$ cat src/rtl/response_block_pe_pkg.sv
// Shared types and constants for the PE-side response block.
// Targets are encoded 0..N_SLAVE-1 for real slaves, and N_SLAVE for the
// local decode-error pseudo-target.
package response_block_pe_pkg;

    localparam int          N_SLAVE_DEF   = 16;
    // Sized to hold N_SLAVE itself, which is the ERR encoding.
    localparam int          SLV_IDX_W     = $clog2(N_SLAVE_DEF + 1);
    localparam logic [31:0] ERR_RDATA_DEF = 32'hBADACCE5;

    // One encoding width is shared by every instance. It holds the ERR code
    // for any N_SLAVE up to 2**SLV_IDX_W - 1.
    typedef logic [SLV_IDX_W-1:0] tgt_t;

    // ERR pseudo-target code for a given slave count.
    function automatic tgt_t err_tgt(input int n_slave);
        return tgt_t'(n_slave);
    endfunction

endpackage

$ cat src/rtl/pe_outstanding_tracker.sv
// In-flight transaction tracker.
// It holds the outstanding count, the target of the last request, and a
// pending flag for the local error response.
// A new request may issue only when the count is below the limit and the
// request goes to the same target as the current outstanding requests.
// Any slave response that is not expected is flagged as spurious.
module pe_outstanding_tracker
    import response_block_pe_pkg::*;
#(
    parameter int N_SLAVE         = 16,
    parameter int MAX_OUTSTANDING = 4,
    parameter int CNT_W           = $clog2(MAX_OUTSTANDING + 1)
) (
    input  logic               clk,
    input  logic               rst_n,
    input  tgt_t               target,
    input  logic               fire,
    input  logic [N_SLAVE-1:0] r_valid,
    output logic               issue_ok,
    output logic [CNT_W-1:0]   cnt,
    output tgt_t               last_tgt,
    output logic               err_pend,
    output logic               rsp_take,
    output logic               spurious
);

    localparam tgt_t ERR_T = err_tgt(N_SLAVE);

    logic [CNT_W-1:0]   cnt_q;
    tgt_t               last_q;
    logic               pend_q;
    logic               last_real;
    logic               dec;
    logic [N_SLAVE-1:0] expect_mask;

    // Work out which response is expected, which responses are dropped, and
    // whether a new request may issue.
    // Gating with rst_n keeps all outputs quiet while reset is held.
    always_comb begin
        last_real   = (cnt_q != '0) && (last_q != ERR_T);
        expect_mask = '0;
        for (int i = 0; i < N_SLAVE; i++)
            expect_mask[i] = last_real && (last_q == tgt_t'(i));
        rsp_take = |(r_valid & expect_mask);
        spurious = rst_n && |(r_valid & ~expect_mask);
        dec      = rsp_take || pend_q;
        issue_ok = rst_n && (int'(cnt_q) < MAX_OUTSTANDING) &&
                   ((cnt_q == '0) || (target == last_q));
    end

    // Update the count, the last target and the pending error response.
    // A grant and a response in the same cycle leave the count unchanged.
    always_ff @(posedge clk or negedge rst_n) begin
        if (!rst_n) begin
            cnt_q  <= '0;
            last_q <= '0;
            pend_q <= 1'b0;
        end else begin
            if (fire)
                last_q <= target;
            pend_q <= fire && (target == ERR_T);
            if (fire && !dec)
                cnt_q <= cnt_q + CNT_W'(1);
            else if (!fire && dec)
                cnt_q <= cnt_q - CNT_W'(1);
        end
    end

    assign cnt      = cnt_q;
    assign last_tgt = last_q;
    assign err_pend = pend_q;

endmodule

$ cat src/rtl/response_block_pe_ot.sv
// PE-side response block for the peripheral interconnect.
// It decodes the request address into a one-hot slave request, and it
// answers out-of-range addresses locally with an error response.
// Responses come back in order, and all outstanding requests go to one
// target.
// Optional macro RESP_REG_EN: when defined, the response outputs
// (valid/rdata/opc) are registered.
module response_block_pe_ot
    import response_block_pe_pkg::*;
#(
    parameter int                    N_SLAVE         = 16,
    parameter int                    DATA_WIDTH      = 32,
    parameter int                    ADDR_WIDTH      = 32,
    parameter int                    ID_WIDTH        = 17,
    parameter int                    ID              = 1,
    parameter int                    PE_ROUTING_LSB  = 16,
    parameter int                    PE_ROUTING_MSB  = 19,
    parameter int                    MAX_OUTSTANDING = 4,
    parameter logic [DATA_WIDTH-1:0] ERR_RDATA       = DATA_WIDTH'(ERR_RDATA_DEF)
) (
    input  logic                          clk,
    input  logic                          rst_n,
    input  logic                          data_req_i,
    input  logic [ADDR_WIDTH-1:0]         data_add_i,
    output logic                          data_gnt_o,
    output logic [N_SLAVE-1:0]            data_req_o,
    input  logic [N_SLAVE-1:0]            data_gnt_i,
    output logic [ID_WIDTH-1:0]           data_ID_o,
    input  logic [N_SLAVE-1:0]            data_r_valid_i,
    input  logic [N_SLAVE*DATA_WIDTH-1:0] data_r_rdata_i,
    input  logic [N_SLAVE-1:0]            data_r_opc_i,
    output logic                          data_r_valid_o,
    output logic [DATA_WIDTH-1:0]         data_r_rdata_o,
    output logic                          data_r_opc_o,
    output logic                          spurious_rsp_o,
    output logic [$clog2(MAX_OUTSTANDING+1)-1:0] outstanding_o
);

    localparam int   IDX_W = PE_ROUTING_MSB - PE_ROUTING_LSB + 1;
    localparam int   CNT_W = $clog2(MAX_OUTSTANDING + 1);
    localparam tgt_t ERR_T = err_tgt(N_SLAVE);

    logic [IDX_W-1:0]      idx;
    logic                  is_err;
    tgt_t                  target;
    tgt_t                  last_tgt;
    logic                  issue_ok;
    logic                  err_pend;
    logic                  rsp_take;
    logic [CNT_W-1:0]      cnt;
    logic                  rsp_v;
    logic                  rsp_opc;
    logic [DATA_WIDTH-1:0] rsp_data;
    logic                  addr_unused;

    assign idx         = data_add_i[PE_ROUTING_MSB:PE_ROUTING_LSB];
    assign addr_unused = ^{data_add_i[ADDR_WIDTH-1:PE_ROUTING_MSB+1],
                           data_add_i[PE_ROUTING_LSB-1:0]};
    assign is_err      = int'(idx) >= N_SLAVE;
    assign target      = is_err ? ERR_T : tgt_t'(idx);
    assign data_ID_o   = ID_WIDTH'(1) << ID;

    // Drive the one-hot slave request for the decoded target.
    // An ERR target never raises a slave request.
    always_comb begin
        data_req_o = '0;
        for (int i = 0; i < N_SLAVE; i++)
            data_req_o[i] = data_req_i && issue_ok && (target == tgt_t'(i));
    end

    // The master is granted locally for ERR, or by the addressed slave.
    assign data_gnt_o = issue_ok &&
                        (is_err ? data_req_i : |(data_gnt_i & data_req_o));

    pe_outstanding_tracker #(
        .N_SLAVE         (N_SLAVE),
        .MAX_OUTSTANDING (MAX_OUTSTANDING),
        .CNT_W           (CNT_W)
    ) u_tracker (
        .clk      (clk),
        .rst_n    (rst_n),
        .target   (target),
        .fire     (data_gnt_o),
        .r_valid  (data_r_valid_i),
        .issue_ok (issue_ok),
        .cnt      (cnt),
        .last_tgt (last_tgt),
        .err_pend (err_pend),
        .rsp_take (rsp_take),
        .spurious (spurious_rsp_o)
    );

    // Select the response: the local error response, or the expected
    // slave's lane.
    // Data and opc are forced to zero when there is no valid response.
    always_comb begin
        rsp_v    = err_pend || rsp_take;
        rsp_data = '0;
        rsp_opc  = 1'b0;
        if (err_pend) begin
            rsp_data = ERR_RDATA;
            rsp_opc  = 1'b1;
        end else if (rsp_take) begin
            for (int i = 0; i < N_SLAVE; i++) begin
                if (last_tgt == tgt_t'(i)) begin
                    rsp_data = data_r_rdata_i[i*DATA_WIDTH +: DATA_WIDTH];
                    rsp_opc  = data_r_opc_i[i];
                end
            end
        end
    end

`ifdef RESP_REG_EN
    logic                  rsp_v_q;
    logic                  rsp_opc_q;
    logic [DATA_WIDTH-1:0] rsp_data_q;

    // Register the response by one cycle.
    // The count has already been decremented on the input cycle.
    always_ff @(posedge clk or negedge rst_n) begin
        if (!rst_n) begin
            rsp_v_q    <= 1'b0;
            rsp_opc_q  <= 1'b0;
            rsp_data_q <= '0;
        end else begin
            rsp_v_q    <= rsp_v;
            rsp_opc_q  <= rsp_opc;
            rsp_data_q <= rsp_data;
        end
    end

    assign data_r_valid_o = rsp_v_q;
    assign data_r_rdata_o = rsp_data_q;
    assign data_r_opc_o   = rsp_opc_q;
`else
    assign data_r_valid_o = rsp_v;
    assign data_r_rdata_o = rsp_data;
    assign data_r_opc_o   = rsp_opc;
`endif

    assign outstanding_o = cnt;

endmodule

$ cat config.mk
export PLATFORM = sky130hd
export DESIGN_NAME = response_block_pe_ot
export DESIGN_NICKNAME = d
export VERILOG_FILES = /design/src/rtl/response_block_pe_pkg.sv /design/src/rtl/pe_outstanding_tracker.sv /design/src/rtl/response_block_pe_ot.sv
export SDC_FILE = /design/constraint.sdc
export NUM_CORES = 1
export LEC_CHECK = 0
export ABC_AREA = 1
export BUFFER_PORTS_ARGS = -buffer_cell sky130_fd_sc_hd__buf_2
export CAP_MARGIN = 20
export CORE_AREA = 3 3 256 258
export CTS_BUF_LIST = sky130_fd_sc_hd__clkbuf_4
export CTS_CLUSTER_DIAMETER = 80
export DETAILED_ROUTE_END_ITERATION = 10
export DIE_AREA = 0 0 259 261
export RECOVER_POWER = 100
export SLEW_MARGIN = 20
export SYNTH_ARGS = -nofsm -noshare
export SYNTH_HDL_FRONTEND = slang
export SYNTH_HIERARCHICAL = 1
export SYNTH_SLANG_ARGS = --single-unit
$ cat constraint.sdc
create_clock -name clk -period 9.1 [get_ports clk]
set_input_delay 1.82 -clock clk [delete_from_list [all_inputs] [get_ports clk]]
set_output_delay 1.82 -clock clk [all_outputs]
set_load 0.01 [all_outputs]
==> results of run 1 <==
-- metal layers --
layer	routed length [um]	GRT usage	vias to the layer above
li1	-	-	5564
met1	23570	0.1914	4961
met2	25490	0.2524	666
met3	4461	0.03075	69
met5	27	0	-
met4	1592	0.04447	4
-- per-stage QoR --
step	cell area (sq um)	hold WS [ns]
floorplan	6576	0.5782
global placement	10460	0.5532
detailed placement	10460	0.5701
CTS	10490	0.5806
global route	10430	0.6010
finish	10450	0.5740
-- cell families (layout without fill, tap and decap cells) --
| logic type | count (synthesis) | count (layout) | synth area share |
|---|---|---|---|
| other | 2 | 32 | 0.001153 |
| multiplexers | 1 | 1 | 0.001729 |
| adder cells (fa/ha/maj) | 2 | 2 | 0.004995 |
| buffers and inverters | 278 | 839 | 0.1827 |
| AO/OA/AOI/OAI | 60 | 60 | 0.05053 |
| AND/OR/NAND/NOR | 1054 | 1054 | 0.7176 |
| flip-flops | 9 | 9 | 0.03458 |
| XOR/XNOR | 5 | 5 | 0.006726 |
-- registers in the layout (all words and copies together) (netlist names) --
signal	flops
u_tracker/last_tgt	5
u_tracker/cnt	3
u_tracker/err_pend	1
-- final cells by class --
type,instances,area (sq um)
Tap cell,846,1059
Antenna cell,13,32.53
Timing Repair Buffer,641,3186
Fill cell,7531,52750
Inverter,194,728.2
Multi-Input combinational cell,1141,5186
Clock buffer,4,30.03
Sequential cell,9,225.2
-- synthesized netlist by cell type, drive strengths merged (3+ instances only) --
| master | n |
|---|---|
| nand3b | 3 |
| o21ai | 40 |
| o21bai | 3 |
| nand3 | 106 |
| buf | 47 |
| nand4 | 118 |
| nand2 | 585 |
| nor3 | 19 |
| a221oi | 3 |
| or2 | 54 |
| xor2 | 3 |
| nor2 | 167 |
| a21oi | 11 |
| dfrtp | 9 |
| clkinv | 3 |
| clkbuf | 37 |
| inv | 191 |
-- worst max path at each step --
stage	startpoint	end	slack [ns]	depth (start not counted)
2_1_floorplan	data_add_i[17]	data_gnt_o	3.78	13
3_3_place_gp	u_tracker/last_tgt[3]$_DFFE_PN0P_	data_r_rdata_o[21]	2.81	13
3_5_place_dp	u_tracker/last_tgt[3]$_DFFE_PN0P_	data_r_rdata_o[21]	2.77	13
4_1_cts	u_tracker/last_tgt[3]$_DFFE_PN0P_	data_r_rdata_o[21]	2.48	13
5_1_grt	u_tracker/last_tgt[3]$_DFFE_PN0P_	data_r_rdata_o[17]	1.18	14
6_report	u_tracker/last_tgt[3]$_DFFE_PN0P_	data_r_rdata_o[17]	1.69	14
-- worst register-to-register path, delay by kind of cell, from the launching register on --
family / cells / cell delay, ns
simple gates: 8 / 1.50
fa+ha+maj: 2 / 0.83
flops: 1 / 0.75
compound gates: 3 / 0.49
buf+inv: 3 / 0.44
mux: 1 / 0.27
-- placed cells by master (no fill, tap or decap), types with 5 or more instances in the layout --
cell,count
conb_1,19
or2_0,21
nor2_4,12
or2_2,24
or2_1,9
nand3_1,105
dfrtp_1,9
nand2_1,580
buf_4,17
nand2_2,5
buf_2,572
inv_2,10
o21ai_0,40
clkbuf_1,52
nor3_1,18
nand4_1,117
inv_1,181
nor2_2,5
diode_2,13
a21oi_1,11
nor2_1,150
-- power breakdown --
part	switching [mW]	internal (mW)
combinational	0.954	0.390
clock	0.0140	0.0199
sequential	0.0496	0.0573
total	1.02	0.467
==> reports/metrics.yaml, run 1 <==
ir_worst_vdd_mv: 0.09093
synth.area.top_cells: "nand2_1, nand4_1, inv_1"
grt_remaining_overflow: 0
drv_cap: 2
post_cts_resized: 0
grt_pass1_wl_um: 71940
finalHoldViolCount: 0
syn_avg_cell_area_sq_um: 4.616
die_h_um: 261
max_stage_delay_ns: 1.24
firstDrtPassIters: 5
ys_ff_latch: 9
yosysSeqAreaShare: 0.03458
synth_cell_type_count: 39
die_w_um: 259
regToRegEndpoint: "u_tracker/cnt[1]$_DFFE_PN0P_"
clockBufferDepth: 2
crit_arrival_ns: 5.59
worstRegToRegCells: 17
place_inst: 2831
synth_flop_cell: "dfrtp_1"
hold_depth: 1
cts_root_buffer: "clkbuf_4"
drc: 0
cts-hold-fix-buffers: 0
synth-edff-count: 0
hold-path-endpoint: "u_tracker/cnt[0]$_DFFE_PN0P_"
ios: 667
rows: 92
via_per_inst: 3.955
yosys_warnings: 6
hp-class: "reg -> reg"
reg2reg_from: "u_tracker/last_tgt[1]$_DFFE_PN0P_"
slew_headroom: -0.04974
rrSetupSlack_ns: 4.70
final.setup.worst_slack_ns: 1.687
min-delay-start: "u_tracker/cnt[0]$_DFFE_PN0P_"
place_hpwl_um: 46150
dp_slack_ns: 2.772
grt_setup_unrepaired: "false"
crit_path_end_kind: "output port"
power_density_nw_per_um2: 142.1
fin_skew_ns: 0.002755
antenna_found_initial: 15
core-area_sq_um: 63200
wire_per_inst_um: 19.36
gp_congestion: 0.9571
grt_max_degree: 67
synth_top_area_cell: "nand2_1"
fmax_ghz: 0.1349
p_leak_nw: 5.827
final_core_util: 0.1653
syn_inst: 1411
drtIter0Drc: 829
violations: "capacitance limit, slew limit"
setup_viol: 0
async_flop_share: 1.000
cts_tree: "done"
clkTransAtPathRegs_ns: 0.06
crit_family: "simple AND/OR/NAND/NOR gates"
power.total_mw: 1.485
wl_um: 55140
crit_slowest_cell: "nor2_1"
required_ns: 7.28
drive_above_1_share: 0.3283
synth_top_area_frac: 0.3343
drv_slew: 50
fin_cells: 2848
crit_top_cell: "nand2_1"
finalSetupTns_ns: 0
fin_crit_sh: 0.8146
min_period_ns: 7.413
grt_usage: 0.1495
grt_pass1_vias: 10391
cts_made_buffers: 3
crit_fanout: 23
num_vias: 11264
htreeDepth: 1
ant_nets: 0
tightest_slew_ns: 1.569
worstSkewPairLatency_ns: 0.26
run_status: "complete, but fails checks"
post_cts_buffers: 0
initial_core_util: 0.1031
critPathKind: "reg -> out"
syn_area_sq_um: 6512
syn_to_final_growth_pct: 60.40
die_area_sq_um: 67600
path_cells: "nor2_1 > nand4_2 > clkbuf_1 > clkbuf_1 > or2_0 > nand2_1 > nand4_1 > nand2_1 > nand4_1 > nor3_1 > nand4_1 > nand2_1 > nand2_1 > clkbuf_1"
fin_nets: 2587
numPortBuffers: 621
clock_sinks: 9
path_buf_inv: 3
cp-start-kind: "register"
(Power assumes the default switching activity.)
==> inputs of run 2 (changes only) <==
CORE_AREA = 3 3 255 257   (was 3 3 256 258)
DIE_AREA = 0 0 258 260   (was 0 0 259 261)
clock period = 7.3 ns   (was 9.1 ns; I/O delays follow)
==> run 2 against run 1 <==
Compared with the run above:
- the run now ends clean
- combinational power up 27%
- register-to-register slack lost 1.8 ns
- clock-buffer cell count stayed put
- die area down 0.77%
- sequential share of layout area hardly changed
- clock skew up 0.0034 ns
- global-route usage up 0.48 points
- critical path depth fell by 1
- worst hold slack gained 0.019 ns
==> reports/metrics.yaml, run 2 (synthesized netlist as in run 1, its figures left out) <==
initial_core_util: 0.1034  # +0.0003768
min_period_ns: 6.379
antenna_found_initial: 16  # +1
drive_above_1_share: 0.3305  # +0.002182
fin_nets: 2589  # +0.077%
post_cts_resized: 0  # unchanged
core-area_sq_um: 62970  # -0.36%
nFillCells: 7569  # +0.50%
via_per_inst: 4.005  # +1.3%
final.setup.worst_slack_ns: 0.9209  # -0.7662 ns
slew_headroom: 0.1739  # +0.2236
wl_um: 56170  # +1.9%
cts_tree: "done"
grt_setup_unrepaired: "false"
gp_congestion: 0.9684  # +1.2%
power_density_nw_per_um2: 179.3  # +26%
min-delay-start: "u_tracker/cnt[0]$_DFFE_PN0P_"
clockBufferDepth: 2  # unchanged
finalHoldViolCount: 0  # unchanged
numPortBuffers: 621  # unchanged
worstSkewPairLatency_ns: 0.26  # about the same
reg2reg_from: "u_tracker/last_tgt[1]$_DFFE_PN0P_"
ios: 667  # unchanged
crit_path_end_kind: "output port"
clock_sinks: 9  # unchanged
fin_crit_sh: 0.8738
rrSetupSlack_ns: 2.87  # -1.83 ns
layout_common_cells: "nand2_1, buf_2, inv_1"
grt_pass1_vias: 10516  # +1.2%
ant_nets: 0  # unchanged
hp-class: "reg -> reg"
grt_remaining_overflow: 0  # unchanged
setup_viol: 0  # unchanged
layout_commonest_cell: "nand2_1"
cts_made_buffers: 3  # unchanged
critPathKind: "reg -> out"
num_vias: 11391  # +1.1%
run_status: "complete, no violations"
required_ns: 5.84  # -1.44 ns
fmax_ghz: 0.1568
largest_register_ffs: 5  # unchanged
tightest_slew_ns: 1.236  # -0.3333 ns
ir_worst_vdd_mv: 0.08746  # -3.8%
fin_skew_ns: 0.006125  # +0.003370 ns
met1_usage: 0.1956  # +0.004202
grt.busiest_layer: "met2"
drv_cap: 0  # -2
cts-hold-fix-buffers: 0  # unchanged
die_area_sq_um: 67080  # -0.77%
dp_slack_ns: 1.644  # -1.128 ns
syn_to_final_growth_pct: 60.56  # about the same
rows: 92  # unchanged
firstDrtPassIters: 7  # +2
final_cell_area_sq_um: 10460  # about the same
wire_per_inst_um: 19.75  # +2.0%
crit_arrival_ns: 4.92  # -0.67 ns
die_w_um: 258  # -0.39%
drtIter0Drc: 790  # -4.7%
startpoint: "u_tracker/last_tgt[4]$_DFFE_PN0P_"
drc: 0  # unchanged
cp-start-kind: "register"
place_area_sq_um: 10470  # about the same
clkTransAtPathRegs_ns: 0.07  # about the same
finalSetupTns_ns: 0  # unchanged
grt_pass1_wl_um: 73820  # +2.6%
use_met2: 0.2592  # +0.006864
crit_fanout: 25  # +8.7%
place_hpwl_um: 47220  # +2.3%
gr-usage-met3: 0.03087  # +0.0001182
htreeDepth: 1  # unchanged
post_cts_buffers: 0  # unchanged
p_leak_nw: 5.874  # +0.80%
drv_slew: 0  # -100%
grt_max_degree: 67  # unchanged
cts_root_buffer: "clkbuf_4"
die_h_um: 260  # -0.38%
grt_usage: 0.1543  # +0.004769
run 2: cell types whose count changed in the layout (fill, tap and decap cells not counted), sizes merged:
cell,previous run,this run
diode,13,7
clkbuf,56,49
buf,589,598
run 2: area by class of cell:
| cell class | instances | area, sq um | share of cell area |
|---|---|---|---|
| repair buffers | 643 | 3229 | 0.3088 |
| multi-input cells | 1141 | 5167 | 0.4942 |
| clock buffers | 4 | 30.03 | 0.002872 |
| inverters | 194 | 728.2 | 0.06964 |
| diodes | 7 | 17.52 | 0.001675 |
| flip-flops and latches | 9 | 225.2 | 0.02154 |
| well taps | 846 | 1059 | 0.1012 |
run 2: final timing paths:
check / cells after the start / end
max reg2reg: 17 / u_tracker/cnt[1]$_DFFE_PN0P_
max in group asynchronous: 1 / u_tracker/last_tgt[4]$_DFFE_PN0P_
min reg2reg: 1 / u_tracker/cnt[0]$_DFFE_PN0P_
min in group asynchronous: 1 / u_tracker/cnt[0]$_DFFE_PN0P_
max: 13 / data_r_rdata_o[21]
min: 1 / u_tracker/cnt[0]$_DFFE_PN0P_
run 2: report_power, final:
group / leakage (nW) / total, mW / internal [mW] / switching, mW
Sequential: 0.102 / 0.135 / 0.0714 / 0.0638
Clock: 0.0184 / 0.0436 / 0.0248 / 0.0187
Combinational: 5.75 / 1.70 / 0.492 / 1.20
Total: 5.87 / 1.87 / 0.589 / 1.29
run 2: critical path, stage by stage, from the launching register on:
cell and delay (ns):
dfrtp_1 0.54, inv_2 0.49, nand4_1 1.08, buf_4 0.59, or2_2 0.30, nand2_1 0.07, nand4_1 0.07, nand2_1 0.07
nand4_1 0.19, nor2_1 0.69, nand4_1 0.18, nor2_1 0.13, nor2_1 0.04, clkbuf_1 0.19
run 2: stage by stage:
| step | power [mW] | hold WS, ns | utilization | instances |
|---|---|---|---|---|
| after floorplan | 1.026 | 0.5782 | - | 1428 |
| after global placement | 1.890 | 0.5453 | 0.1663 | 2832 |
| after detailed placement | 1.885 | 0.5745 | 0.1663 | 2832 |
| after CTS | 1.936 | 0.5886 | 0.1668 | 2836 |
| after global routing | 2.078 | 0.6294 | 0.1659 | 2840 |
| final | 1.874 | 0.5930 | 0.1661 | 2844 |
run 2: routing by layer:
metal	part of all wire	wire length, um
met1	0.42	23590
met2	0.46	26030
met3	0.080	4504
met4	0.035	1978
met5	0.0012	66
==> inputs of run 3 (changes only) <==
ABC_AREA = 0   (was 1)
BUFFER_PORTS_ARGS = -buffer_cell sky130_fd_sc_hd__buf_4   (was -buffer_cell sky130_fd_sc_hd__buf_2)
CORE_AREA = 3 3 260 262   (was 3 3 255 257)
DIE_AREA = 0 0 263 265   (was 0 0 258 260)
==> run 3 against run 2 <==
Compared with the run above:
- first-iteration DRC count increased by 52%
- highest routed layer unchanged
- critical path depth decreased by 2
- area after synthesis up 3.9%
- clock skew increased by 0.00087 ns
==> reports/metrics.yaml, run 3 <==
wire_per_inst_um: 32.31  # +64%
die_w_um: 263  # +1.9%
htreeDepth: 1  # unchanged
layout_common_cells: "buf_4, a21oi_1, o21ai_0"
p_leak_nw: 4.982  # -15%
place_hpwl_um: 66270  # +40%
die_h_um: 265  # +1.9%
initial_core_util: 0.1031  # -0.0003260
grt_pass1_vias: 11971  # +14%
cp-start-kind: "primary input"
synth_most_common_cell: "a21oi_1"
rows: 94  # +2.2%
die_area_sq_um: 69700  # +3.9%
drtIter0Drc: 1200  # +52%
hp-class: "reg -> reg"
synth_cell_type_count: 89  # +130%
cts_tree: "done"
async_flop_share: 1.000  # unchanged
slew_headroom: 0.1475  # -0.02640
via_per_inst: 4.802  # +20%
required_ns: 5.84  # about the same
synth_top_area_cell: "a21oi_1"
fin_skew_ns: 0.006998  # +0.0008728 ns
fmax_ghz: 0.1574  # +0.40%
switching_share: 0.6425  # -0.04342
antenna_found_initial: 20  # +4
syn_to_final_growth_pct: 82.54
ir_worst_vdd_mv: 0.07200  # -18%
drv_slew: 0  # unchanged
syn_area_sq_um: 6766  # +3.9%
crit_arrival_ns: 4.89  # -0.03 ns
power.share.clock: 0.019  # -0.004
ios: 667  # unchanged
cts_made_buffers: 3  # unchanged
min_period_ns: 6.354  # -0.02547 ns
layout_commonest_cell: "buf_4"
multi_input_area_sq_um: 5989  # +16%
power.total_mw: 2.359  # +26%
worstSkewPairLatency_ns: 0.26  # about the same
final_cell_area_sq_um: 12350  # +18%
grt_pass1_wl_um: 103600  # +40%
num_vias: 11966  # +5.0%
largest_register_ffs: 5  # unchanged
p_comb_frac: 0.908  # +0.003
critPathKind: "in -> out"
p_sw_mw: 1.516  # +18%
yosys_warnings: 6  # unchanged
tightest_slew_ns: 1.279  # +0.04328 ns
gp_congestion: 0.9695  # +0.11%
grt_remaining_overflow: 0  # unchanged
synth-edff-count: 0  # unchanged
finalHoldViolCount: 0  # unchanged
drc: 0  # unchanged
drv_cap: 0  # unchanged
yosysSeqAreaShare: 0.03328  # -0.001298
yosys-top-cells-count: "a21oi_1, o21ai_0, nor2_1"
seq_area_sq_um: 239.0  # +6.1%
power_density_nw_per_um2: 191.0  # +6.6%
p_int_uw: 843.5  # +43%
run_status: "complete, no violations"
setup_viol: 0  # unchanged
grt_usage: 0.2147  # +0.06039
clock_sinks: 9  # unchanged
syn_avg_cell_area_sq_um: 6.475  # +40%
wl_um: 80530  # +43%
drive_above_1_share: 0.4197  # +0.08917
finalSetupTns_ns: 0  # unchanged
grt_max_degree: 68  # +1.5%
syn_inst: 1045  # -26%
post_cts_resized: 0  # unchanged
numPortBuffers: 621  # unchanged
fin_crit_sh: 0.8704  # -0.003489
nFillCells: 7591  # +0.29%
grt_setup_unrepaired: "false"
core-area_sq_um: 65630  # +4.2%
clkTransAtPathRegs_ns: 0.07  # about the same
place_area_sq_um: 12480  # +19%
cts-hold-fix-buffers: 0  # unchanged
synth_flop_cell: "dfrtp_1"
synth_top_area_frac: 0.07101  # -0.2633
final_core_util: 0.1882  # +0.02215
crit_path_end_kind: "output port"
post_cts_buffers: 0  # unchanged
rrSetupSlack_ns: 2.89  # +0.02 ns
clockBufferDepth: 2  # unchanged
firstDrtPassIters: 6  # -1
p_seq_frac: 0.073  # about the same
ant_nets: 0  # unchanged
fin_nets: 2216  # -14%
cts_root_buffer: "clkbuf_4"
ys_ff_latch: 9  # unchanged
crit_fanout: 12  # -52%
synth.area.top_cells: "a21oi_1, o21ai_0, a22oi_1"
[run 3: layout make-up]
class / count / share of cell area
sequential: 9 / 0.01935
tap: 864 / 0.08752
timing repair buffer: 678 / 0.3998
antenna: 10 / 0.002026
clock buffer: 4 / 0.002431
inverter: 13 / 0.003951
multi-input combinational: 914 / 0.4849
[run 3: power groups by stage]
stage | Combinational (mW) | Clock (mW) | Sequential (mW)
after floorplan | 1.03 | 0 | 0.0922
after global placement | 2.20 | 0 | 0.176
after detailed placement | 2.20 | 0 | 0.178
after CTS | 2.20 | 0.0468 | 0.177
after global routing | 2.27 | 0.0501 | 0.181
final | 2.14 | 0.0440 | 0.173
[run 3: cell families after synthesis]
| logic type | synth area share |
|---|---|
| fa+ha+maj | 0.004808 |
| mux | 0.04808 |
| compound gates | 0.5276 |
| buf+inv | 0.09597 |
| flops | 0.03328 |
| xor+xnor | 0.01036 |
| simple gates | 0.2788 |
| other cells | 0.001110 |
[run 3: routing by layer]
metal | share of wire | wire length, um | global-route usage
met1 | 0.43 | 34640 | 0.2821
met2 | 0.45 | 36320 | 0.3532
met3 | 0.082 | 6579 | 0.04511
met4 | 0.037 | 2949 | 0.06333
met5 | 0.00042 | 34 | 0
[run 3: critical path: stages]
cell,delay (ns)
buf_4,0.09
mux4_2,0.24
a22oi_1,0.11
o32a_2,0.33
o221ai_1,0.51
inv_1,0.34
nor2_1,0.19
clkbuf_1,0.58
o221ai_1,0.31
a21oi_1,0.35
clkbuf_1,0.36
[run 3: path summary, 6_finish.rpt]
kind / startpoint / endpoint / depth (start not counted)
setup / recovery: data_r_valid_i[1] / data_r_rdata_o[3] / 11
hold / removal: u_tracker/cnt[2]$_DFFE_PN0P_ / u_tracker/cnt[2]$_DFFE_PN0P_ / 1
setup reg to reg: u_tracker/last_tgt[0]$_DFFE_PN0P_ / u_tracker/cnt[2]$_DFFE_PN0P_ / 15
hold reg to reg: u_tracker/cnt[2]$_DFFE_PN0P_ / u_tracker/cnt[2]$_DFFE_PN0P_ / 1
max in group asynchronous: rst_n / u_tracker/last_tgt[2]$_DFFE_PN0P_ / 1
min in group asynchronous: rst_n / u_tracker/err_pend$_DFF_PN0_ / 1
[run 3: per-stage QoR]
step | instances | hold WS, ns | setup slack (ns)
floorplan | 1063 | 0.5535 | 2.521
global placement | 2478 | 0.5322 | 1.267
detailed placement | 2478 | 0.5400 | 1.269
CTS | 2482 | 0.5528 | 1.253
global route | 2485 | 0.5950 | 0.7479
finish | 2492 | 0.5504 | 0.9464
